$ cat config.mk
export PLATFORM = sky130hd
export DESIGN_NAME = wb_stage
export DESIGN_NICKNAME = d
export VERILOG_FILES = /design/src/rtl/wb_stage_pkg.sv /design/src/rtl/wb_stage_regfile.sv /design/src/rtl/wb_stage.sv
export SDC_FILE = /design/constraint.sdc
export NUM_CORES = 2
export LEC_CHECK = 0
export ABC_AREA = 1
export BUFFER_PORTS_ARGS = -buffer_cell sky130_fd_sc_hd__buf_2
export CORE_MARGIN = 5
export CORE_UTILIZATION = 28
export DETAILED_ROUTE_END_ITERATION = 8
export HOLD_SLACK_MARGIN = 0.15
export PLACE_DENSITY = 0.45
export SETUP_SLACK_MARGIN = 0.4
export SLEW_MARGIN = 20
export SYNTH_ARGS = -nofsm -noshare
export SYNTH_HDL_FRONTEND = slang
export SYNTH_SLANG_ARGS = --single-unit
$ cat constraint.sdc
create_clock -name clk -period 43.9 [get_ports clk]
set_input_delay 13.17 -clock clk [delete_from_list [all_inputs] [get_ports clk]]
set_output_delay 13.17 -clock clk [all_outputs]
set_load 0.005 [all_outputs]
$ cat src/rtl/wb_stage_pkg.sv
// Shared CPU definitions used by the writeback stage and its register file:
// register-address width, writeback source encodings and the WB control word.
package wb_stage_pkg;

  // Register-address width (32 architectural registers).
  localparam int REG_AW = 5;

  typedef logic [REG_AW-1:0] reg_addr_t;

  // Writeback source select. Encoding 2'b11 is an alias of MD_F.
  typedef enum logic [1:0] {
    MD_F     = 2'b00,
    MD_MEM   = 2'b01,
    MD_SLT   = 2'b10,
    MD_F_ALT = 2'b11
  } md_e;

  // Control half of the WB pipeline register. Data words are kept separately
  // because their width is a module parameter.
  typedef struct packed {
    logic      valid;
    logic      rw;
    reg_addr_t da;
    md_e       md;
    logic      nv;
  } wb_ctrl_t;

endpackage

$ cat src/rtl/wb_stage_regfile.sv
// Register file: one write port, two combinational read ports, R0 hardwired
// to zero, and a write-through bypass so a value being written this cycle is
// visible to readers in the same cycle.
module wb_stage_regfile
  import wb_stage_pkg::*;
#(
  parameter int WIDTH = 32,
  parameter int NREG  = 32
) (
  input  logic             clk,
  input  logic             reset,
  input  logic             we,
  input  reg_addr_t        waddr,
  input  logic [WIDTH-1:0] wdata,
  input  reg_addr_t        raddr_a,
  input  reg_addr_t        raddr_b,
  output logic [WIDTH-1:0] rdata_a,
  output logic [WIDTH-1:0] rdata_b
);

  logic [WIDTH-1:0] regs [NREG];

  // Storage: async clear of every entry; R0 and out-of-range addresses are never written.
  always_ff @(posedge clk or posedge reset) begin
    if (reset) begin
      for (int i = 0; i < NREG; i++) begin
        regs[i] <= '0;
      end
    end else if (we && (waddr != '0) && (int'(waddr) < NREG)) begin
      regs[waddr] <= wdata;
    end
  end

  // Read port A: zero for R0, bypass on address match with the active write, else storage.
  always_comb begin
    rdata_a = '0;
    if (raddr_a == '0) begin
      rdata_a = '0;
    end else if (we && (raddr_a == waddr)) begin
      rdata_a = wdata;
    end else if (int'(raddr_a) < NREG) begin
      rdata_a = regs[raddr_a];
    end
  end

  // Read port B: same policy as port A, evaluated independently.
  always_comb begin
    rdata_b = '0;
    if (raddr_b == '0) begin
      rdata_b = '0;
    end else if (we && (raddr_b == waddr)) begin
      rdata_b = wdata;
    end else if (int'(raddr_b) < NREG) begin
      rdata_b = regs[raddr_b];
    end
  end

endmodule

$ cat src/rtl/wb_stage.sv
// Writeback stage: registers the EX result, selects the writeback value,
// commits it to the register file one edge later, exposes the in-flight
// writeback for forwarding, and counts retired instructions.
//
// Handshake: valid_in qualifies all EX inputs in the cycle it is high. There
// is no ready; the stage accepts every cycle. flush cancels only the
// instruction being captured on the current edge; whatever already sits in
// the WB register still commits.
module wb_stage
  import wb_stage_pkg::*;
#(
  parameter int WIDTH = 32,
  parameter int NREG  = 32
) (
  input  logic             clk,
  input  logic             reset,
  input  logic             valid_in,
  input  logic             flush,
  input  logic [WIDTH-1:0] F_in,
  input  logic [WIDTH-1:0] mem_data,
  input  logic             N_xor_V,
  input  logic             RW,
  input  reg_addr_t        DA,
  input  logic [1:0]       MD,
  input  reg_addr_t        AA,
  input  reg_addr_t        BA,
  output logic [WIDTH-1:0] A_data,
  output logic [WIDTH-1:0] B_data,
  output logic             wb_en,
  output reg_addr_t        wb_addr,
  output logic [WIDTH-1:0] wb_data,
  output logic [31:0]      retired
);

  wb_ctrl_t         ctrl_q;
  logic [WIDTH-1:0] f_q;
  logic [WIDTH-1:0] mem_q;
  logic [WIDTH-1:0] d;
  logic [31:0]      retired_q;

  // WB pipeline register: capture every edge, flush only kills the valid bit.
  always_ff @(posedge clk or posedge reset) begin
    if (reset) begin
      ctrl_q <= '0;
      f_q    <= '0;
      mem_q  <= '0;
    end else begin
      ctrl_q.valid <= valid_in & ~flush;
      ctrl_q.rw    <= RW;
      ctrl_q.da    <= DA;
      ctrl_q.md    <= md_e'(MD);
      ctrl_q.nv    <= N_xor_V;
      f_q          <= F_in;
      mem_q        <= mem_data;
    end
  end

  // Writeback value select from the registered operands.
  always_comb begin
    d = f_q;
    case (ctrl_q.md)
      MD_MEM:  d = mem_q;
      MD_SLT:  d = {{(WIDTH-1){1'b0}}, ctrl_q.nv};
      default: d = f_q;
    endcase
  end

  // Writeback enable: a valid, writing instruction that does not target R0.
  always_comb begin
    wb_en   = ctrl_q.valid & ctrl_q.rw & (ctrl_q.da != '0);
    wb_addr = ctrl_q.da;
    wb_data = d;
  end

  // Retired counter: every valid instruction leaving WB counts, write or not; wraps naturally.
  always_ff @(posedge clk or posedge reset) begin
    if (reset) begin
      retired_q <= '0;
    end else if (ctrl_q.valid) begin
      retired_q <= retired_q + 32'd1;
    end
  end

  assign retired = retired_q;

  wb_stage_regfile #(
    .WIDTH (WIDTH),
    .NREG  (NREG)
  ) u_regfile (
    .clk     (clk),
    .reset   (reset),
    .we      (wb_en),
    .waddr   (wb_addr),
    .wdata   (wb_data),
    .raddr_a (AA),
    .raddr_b (BA),
    .rdata_a (A_data),
    .rdata_b (B_data)
  );

endmodule

==> impl_metrics.json <==
{
  "via_count": 58700,
  "leakage_nw": 30.8,
  "synth_area_um2": 61000,
  "clock_path_buffers": 3,
  "ctsHoldBuffers": 0,
  "htree_levels": 4,
  "ys_top_cells_by_count": "nand2_1 (1711), o21ai_0 (1153), dfrtp_1 (1130), nand3_1 (907), inv_1 (704)",
  "firstDrtPassIters": 8,
  "synth-main-ff-cell": "dfrtp_1",
  "netlist_instances": 8129,
  "grt_usage_pct": 24.4,
  "die_x_um": 477,
  "port_buffers": 220,
  "critPathRequiredTime_ps": 30730,
  "core-area_um2": 217000,
  "drtIter0Drc": 6691,
  "maxSlewHeadroom_pct": 19.7,
  "initial_core_util_pct": 28.1,
  "synth.most_common_cell": "nand2_1",
  "crit_buf_inv": 5,
  "setup.worst_path.class": "in2out",
  "tns_ps": 0,
  "nets": 8013,
  "syn_to_final_growth_pct": 13.4,
  "cap_violations": 0,
  "die_h_um": 477,
  "dp_hpwl_mm": 168,
  "routed_wl_mm": 286,
  "timing.hold.ws_ps": 392,
  "hold_viol": 0,
  "place_congestion": 0.836,
  "synth_seq_cells": 1130,
  "tightestPinTransition_ps": 1200,
  "synth_nets": 8219,
  "numCtsBuffers": 142,
  "clockRootBuffer": "clkbuf_16",
  "drc_errors": 0,
  "drive_above_1_share_pct": 8.91,
  "grt_pass1_wl_mm": 410,
  "final_area_um2": 69100,
  "fmax_ghz": 0.0323,
  "hold_path.class": "reg2reg",
  "crit_family": "buffers and inverters",
  "synth_edf_count": 0,
  "syn_avg_cell_area_um2": 7.50,
  "cts_tree": "done",
  "slowest_stage": "buf_4",
  "start_kind": "input pin",
  "synth_area_leaders": "dfrtp_1 (46%), nand2_1 (11%), o21ai_0 (9.5%)",
  "routed_via_density": 5.38,
  "fin_skew_ps": 28.1,
  "post-place-cells": 10600,
  "ir_worst_vdd_mv": 0.0310,
  "setup_viol": 0,
  "finalCritPeriodShare_pct": 70.6,
  "total_power_mw": 2.84,
  "ios": 221,
  "cts.sinks": 1130,
  "worst_setup_path_end_kind": "primary output",
  "path_max_fanout": 92,
  "power_density_nw_per_um2": 41.1,
  "crit_chain": "buf_8, buf_4, buf_4, buf_4, o211ai_1, nand3_1, nand3_1, nand3_1, nand2_1, a21oi_1, buf_2",
  "maxSlewViolCount": 0,
  "synth_top_area_share_pct": 46.4,
  "postCtsSetupRepairBufs": 0,
  "synth_warnings": 0,
  "slowest_delay_ps": 840,
  "rsz0062_at_grt": "no",
  "dpl_cell_area_um2": 64200,
  "grt_pass1_vias": 55400,
  "ys_seq_area_share_pct": 46.4,
  "stdcell_count": 10900,
  "status": "complete, no violations",
  "ant_nets": 0,
  "insertion_delay_ps": 810,
  "clkSlewWorstSetupHoldPaths_ps": 60,
  "gr-total-overflow": 0,
  "antenna_found_initial": 30,
  "grt_max_degree": 171,
  "synth_cell_types": 34,
  "synth-async-reset-ratio_pct": 100,
  "placementRows": 171,
  "synth.largest_area_cell": "dfrtp_1",
  "routedWlPerCell_um": 26.2,
  "cts_resized": 0,
  "arrival_ps": 17810,
  "post-route-min-period_ps": 30980,
  "die-area_um2": 227000
}
[sequential cells by signal, summed over array words and instances, names as in the netlist]
register / flops
u_regfile.regs: 1024
mem_q: 32
wb_addr: 5
f_q: 32
ctrl_q: 5
retired: 32
[cell usage in the layout, fill, tap and decap left out, drive strengths merged, types with 3 or more instances in the layout]
cell type	netlist	layout
clkinv	5	39
o21ai	1185	1185
diode	0	15
buf	328	397
nand4	16	16
nor3	19	19
inv	728	733
xor2	19	19
nor4	6	6
ha	3	3
a21oi	659	659
nand2	1714	1714
clkinvlp	0	7
dfrtp	1130	1130
a211oi	3	3
a22oi	31	31
bufinv	0	13
o211ai	567	567
xnor2	11	11
nand3	908	908
nor2	368	368
or2	6	6
clkbuf	419	200
[worst paths after layout]
path                       slack (ps)                 start  cells after the start              endpoint
max in group asynchronous       27500                 reset                      6   u_regfile.regs[649]
hold reg to reg                   390  u_regfile.regs[1008]                      0  u_regfile.regs[1008]
setup / recovery                12920                 BA[0]                     11            B_data[22]
hold / removal                    390  u_regfile.regs[1008]                      0  u_regfile.regs[1008]
min in group asynchronous       12510                 reset                      2   u_regfile.regs[727]
setup reg to reg                39970            wb_addr[0]                      8   u_regfile.regs[211]
[power by group]
group | switching (mW) | internal (mW)
combinational | 0.315 | 0.118
sequential | 0.0467 | 1.12
clock | 0.505 | 0.737
[final cells by class]
type / count / area, um^2
clock inverter: 59 / 759
tap: 2854 / 3570
clock buffer: 200 / 4130
inverter: 733 / 2790
sequential: 1130 / 28300
multi-input combinational: 5519 / 27000
timing repair buffer: 397 / 2560
antenna: 15 / 37.5
fill: 23200 / 148000
[layer usage]
metal	vias to the layer above	share of wire [%]	track usage, %	wire length, um
met5	-	0.050	0	144
met4	24	4.9	10.6	14100
met3	539	7.2	4.17	20500
met2	2521	45	38.9	128000
met1	28700	43	32.6	123000
li1	26900	-	-	-
[metrics by stage]
| stage | util, % | worst slack [ps] |
|---|---|---|
| 4_1_cts | 31.8 | 12940 |
| 5_1_grt | 31.9 | 12740 |
| 2_1_floorplan | - | 15130 |
| 3_3_place_gp | 29.6 | 12880 |
| 6_report | 31.9 | 12920 |
| 3_5_place_dp | 29.6 | 12940 |
[cells by family after synthesis]
group / synth area share (%)
and+or+nand+nor: 20.9
DFF: 46.4
adders and majority gates: 0.0616
xor gates and xnor gates: 0.431
buffers and inverters: 9.61
AOI/OAI and AO/OA: 22.6
Note: power is estimated with default switching activity, not from simulation.
